--- config.mk ---
export PLATFORM = sky130hd
export DESIGN_NAME = clkdiv_freq_monitor
export DESIGN_NICKNAME = d
export VERILOG_FILES = /design/src/rtl/clkdiv_freq_monitor.sv
export SDC_FILE = /design/constraint.sdc
export NUM_CORES = 1
export LEC_CHECK = 0
export ABC_AREA = 0
export CELL_PAD_IN_SITES_DETAIL_PLACEMENT = 1
export CELL_PAD_IN_SITES_GLOBAL_PLACEMENT = 2
export CORE_MARGIN = 4
export CORE_UTILIZATION = 40
export CTS_BUF_LIST = sky130_fd_sc_hd__clkbuf_16
export DETAILED_ROUTE_END_ITERATION = 7
export DONT_BUFFER_PORTS = 1
export PLACE_DENSITY_LB_ADDON = 0.05
export SLEW_MARGIN = 0
export SYNTH_ARGS = -nofsm -noshare
export SYNTH_HDL_FRONTEND = slang
export SYNTH_SLANG_ARGS = --single-unit
--- constraint.sdc ---
create_clock -name hclkin -period 3.15 [get_ports hclkin]
set_input_delay 0.945 -clock hclkin [delete_from_list [all_inputs] [get_ports hclkin]]
set_output_delay 0.945 -clock hclkin [all_outputs]
set_load 0.03 [all_outputs]
--- src/rtl/clkdiv_freq_monitor.sv ---
// Frequency monitor for the fractional divided clock: counts synchronized clk_mon
// rising edges over a fixed hclkin gate window and reports lock / sticky fault.
//
// state | meaning
// IDLE  | counters and lock history cleared, waiting for enable
// MEAS  | gate window running, counting clk_mon rising edges
module clkdiv_freq_monitor #(
  parameter int GATE_CYCLES = 1000,
  parameter int EXP_MIN     = 280,
  parameter int EXP_MAX     = 290,
  parameter int LOCK_COUNT  = 4,
  parameter int CNT_W       = 16
) (
  input  logic             hclkin,
  input  logic             resetn,
  input  logic             clk_mon,
  input  logic             enable,
  input  logic             fault_clr,
  output logic [CNT_W-1:0] edge_count,
  output logic             count_valid,
  output logic             locked,
  output logic             fault
);

  localparam int RUN_W = $clog2(LOCK_COUNT + 1);
  localparam logic [CNT_W-1:0] GATE_LAST = CNT_W'(GATE_CYCLES - 1);
  localparam logic [CNT_W-1:0] MIN_CNT   = CNT_W'(EXP_MIN);
  localparam logic [CNT_W-1:0] MAX_CNT   = CNT_W'(EXP_MAX);
  localparam logic [RUN_W-1:0] RUN_MAX   = RUN_W'(LOCK_COUNT);

  typedef enum logic {IDLE, MEAS} state_t;

  state_t           state, state_next;
  logic             s1, s2, s3;
  logic             rise;
  logic [CNT_W-1:0] gate_cnt;
  logic [CNT_W-1:0] edge_acc;
  logic [CNT_W-1:0] acc_next;
  logic [RUN_W-1:0] good_run;
  logic [RUN_W-1:0] run_inc;
  logic             measuring;
  logic             win_end;
  logic             in_range;
  logic             fault_set;

  always_ff @(posedge hclkin or negedge resetn) begin
    if (!resetn) begin
      s1 <= 1'b0;
      s2 <= 1'b0;
      s3 <= 1'b0;
    end else begin
      s1 <= clk_mon;
      s2 <= s1;
      s3 <= s2;
    end
  end

  assign rise = s2 & ~s3;

  always_ff @(posedge hclkin or negedge resetn) begin
    if (!resetn) state <= IDLE;
    else         state <= state_next;
  end

  always_comb begin
    state_next = state;
    case (state)
      IDLE:    if (enable)  state_next = MEAS;
      MEAS:    if (!enable) state_next = IDLE;
      default: state_next = IDLE;
    endcase
  end

  // Terminal count includes the rise of the terminal cycle so no edge is lost
  // across the window boundary.
  assign acc_next  = (&edge_acc) ? edge_acc : edge_acc + CNT_W'(rise);
  assign measuring = (state == MEAS) && enable;
  assign win_end   = measuring && (gate_cnt == GATE_LAST);
  assign in_range  = (acc_next >= MIN_CNT) && (acc_next <= MAX_CNT);
  assign run_inc   = (good_run == RUN_MAX) ? good_run : good_run + 1'b1;
  assign fault_set = win_end && !in_range && locked;

  always_ff @(posedge hclkin or negedge resetn) begin
    if (!resetn) begin
      gate_cnt    <= '0;
      edge_acc    <= '0;
      good_run    <= '0;
      edge_count  <= '0;
      count_valid <= 1'b0;
      locked      <= 1'b0;
      fault       <= 1'b0;
    end else begin
      count_valid <= 1'b0;
      if (win_end) begin
        gate_cnt    <= '0;
        edge_acc    <= '0;
        edge_count  <= acc_next;
        count_valid <= 1'b1;
        if (in_range) begin
          good_run <= run_inc;
          locked   <= (run_inc == RUN_MAX);
        end else begin
          good_run <= '0;
          locked   <= 1'b0;
        end
      end else if (measuring) begin
        gate_cnt <= gate_cnt + 1'b1;
        edge_acc <= acc_next;
      end else begin
        // Idle or aborting a window: partial count discarded, lock history lost.
        gate_cnt <= '0;
        edge_acc <= '0;
        good_run <= '0;
        locked   <= 1'b0;
      end
      if (fault_set)      fault <= 1'b1;
      else if (fault_clr) fault <= 1'b0;
    end
  end

endmodule
==> impl_metrics.yaml <==
outcome:
  status: "complete, no violations"
cts:
  path_clk_slew_ps: 50
  numCtsBuffers: 9
  cts_setup_buffers: 0
  cts_max_path_buffers: 2
  cts_root_buffer: "clkbuf_16"
  post_cts_resize_count: 0
  ctsHoldBuffers: 0
  cts_max_level: 3
  cts_sinks: 58
  clkLatencyLatePin_ps: 320
  cts_tree: "yes"
global_route:
  globalRouteOverflowTotal: 0
  grt_use_total_pct: 17.2
  grt_first_pass_wirelength_um: 11800
  antenna_found_initial: 0
  grt_max_degree: 59
  grt_pass1_vias: 2349
job:
  cap_violations: 0
critical_path:
  cp.required_ps: 3350
  ff2ff_setup_slack_ps: 310
  crit_arrival_ps: 3040
  endpoint_kind: "flop"
  path_class: "flop to flop"
  start_kind: "flop"
  crit_fanout: 11
placed_design:
  dp_hpwl_um: 4670
  gp_congestion: 0.754
  placed_cells: 401
  io_buffers: 0
  dp_slack_ps: 305
layout:
  syn_to_final_growth_pct: 12.8
  n_antenna_cell: 0
  multiInputGateArea_sq_mm: 0.00136
  drive_above_1_share_pct: 10.7
  finalNonFillerCells: 416
  regArea_sq_mm: 0.00145
  fin_nets: 323
  fillers: 839
floorplan:
  die_h_um: 94.2
  initial_core_util_pct: 41.0
  pin_count: 24
  core-area_sq_mm: 0.00725
  rows: 31
  die-area_sq_mm: 0.00887
  die_w_um: 94.2
drt:
  first_pass_iters: 4
  first_iter_violations: 59
  vias_per_cell: 5.26
  ant_nets: 0
  wirelength_um: 6680
  routedWlPerCell_um: 16.1
  drc: 0
  vias: 2190
sta:
  hold_violations: 0
  slew_headroom_pct: 54.2
  fin_crit_sh_pct: 90.1
  fmax_mhz: 353
  rsz0062_at_grt: "no"
  setup_viol: 0
  drv_slew: 0
  tightest_slew_ps: 681
  finClkSkew_ps: 10.1
  fin_tns_setup_ps: 0
  setup_ws_ps: 313
  post-route-min-period_ps: 2840
synth:
  yosys.cell_types.count: 52
  yosys_warnings: 0
  post-synth-top-count-cell: "dfrtp_1"
  avgSynthCellArea_sq_um: 9.68
  syn_nets: 317
  synth_seq_cells: 58
  yosys.area.top_type_share_pct: 48.9
  synth_common_cells: "dfrtp_1, nor2_1, nand2_1, o21ai_0, inv_1"
  netlist.top_cell.by_area: "dfrtp_1"
  synth_cells: 307
  synth_area_sq_mm: 0.00297
  synth_seq_area_share_pct: 48.9
  ys_async_sr_fraction_pct: 100
  synth_flop_cell: "dfrtp_1"
  synth_edf_count: 0
  netlist_top_cells_area: "dfrtp_1, nor2_1, xor2_1, nand2_1, o21ai_0"
power:
  peakVddDrop_v: 0.000275
  p_per_area_mw_per_mm2: 500
  leakage_uw: 0.00143
worst_hold_path:
  hold_class: "input port to async pin"
==> cells by family after synthesis <==
logic type	share of synthesized area [%]
flip-flops	48.9
AND/OR/NAND/NOR	26.3
buffers and inverters	5.27
multiplexers	1.39
adder cells (fa/ha/maj)	2.11
XOR/XNOR	7.08
AO/OA/AOI/OAI	9.01
==> critical path, cell delays in order, from the launching register on <==
cell and delay (ps):
dfrtp_1 600, nand4_4 210, or4_4 610, nand3_1 120, xor2_1 270, mux2i_1 500, nand3_1 120, a32o_2 280
==> registers in the layout, summed over array words and instances (netlist names) <==
signal       count
edge_acc        16
edge_count      16
gate_cnt        16
good_run         3
count_valid      1
fault            1
locked           1
s1               1
s2               1
s3               1
state            1
==> per-stage QoR <==
stage / power [uW] / cell area [sq um] / hold slack, ps / util (%)
CTS: 1700 / 3350 / 306 / 46.2
global placement: 786 / 3070 / 333 / 42.4
detailed placement: 787 / 3070 / 340 / 42.4
finish: 1670 / 3350 / 319 / 46.2
floorplan: 779 / 2970 / 331 / -
global route: 1750 / 3350 / 299 / 46.2
==> power breakdown <==
part	internal, uW	switching (uW)	total (uW)
Sequential	751	2.90	754
Combinational	6.56	13.0	19.6
Clock	593	308	901
==> worst paths after layout <==
check	endpoint	depth (start not counted)	start
worst max-delay path	fault	7	edge_acc[4]
worst min register to register	s2	0	s1
worst min-delay path	edge_count[9]	0	resetn
min in group hclkin	s2	0	s1
worst max register to register	fault	7	edge_acc[4]
max in group asynchronous	gate_cnt[5]	0	resetn
==> per-layer routing <==
| layer | part of all wire (%) | vias to the layer above | wire length [um] | global-route usage, % |
|---|---|---|---|---|
| met5 | 0 | - | 0 | 0 |
| met4 | 0.94 | 0 | 63 | 5.05 |
| met3 | 3.1 | 6 | 208 | 4.57 |
| met2 | 48 | 21 | 3210 | 27.4 |
| met1 | 48 | 1083 | 3200 | 22.8 |
| li1 | - | 1080 | - | - |
==> final cells by class <==
| class | count | area share [%] |
|---|---|---|
| Clock buffer | 9 | 6.72 |
| Tap cell | 99 | 3.70 |
| Clock inverter | 6 | 1.49 |
| Multi-Input combinational cell | 220 | 40.7 |
| Inverter | 15 | 1.68 |
| Sequential cell | 58 | 43.3 |
| Timing Repair Buffer | 9 | 2.39 |
==> cell usage in the layout (no fill, tap or decap), drive strengths merged, types with 9 or more instances in the layout <==
cell and n:
buf 9, xor2 13, nand4 16, nand3 15
nor2 44, nor3 12, o21ai 21, dfrtp 58
xnor2 11, inv 16, nand2 28, clkbuf 9
Note: power is estimated with default switching activity, not from simulation.
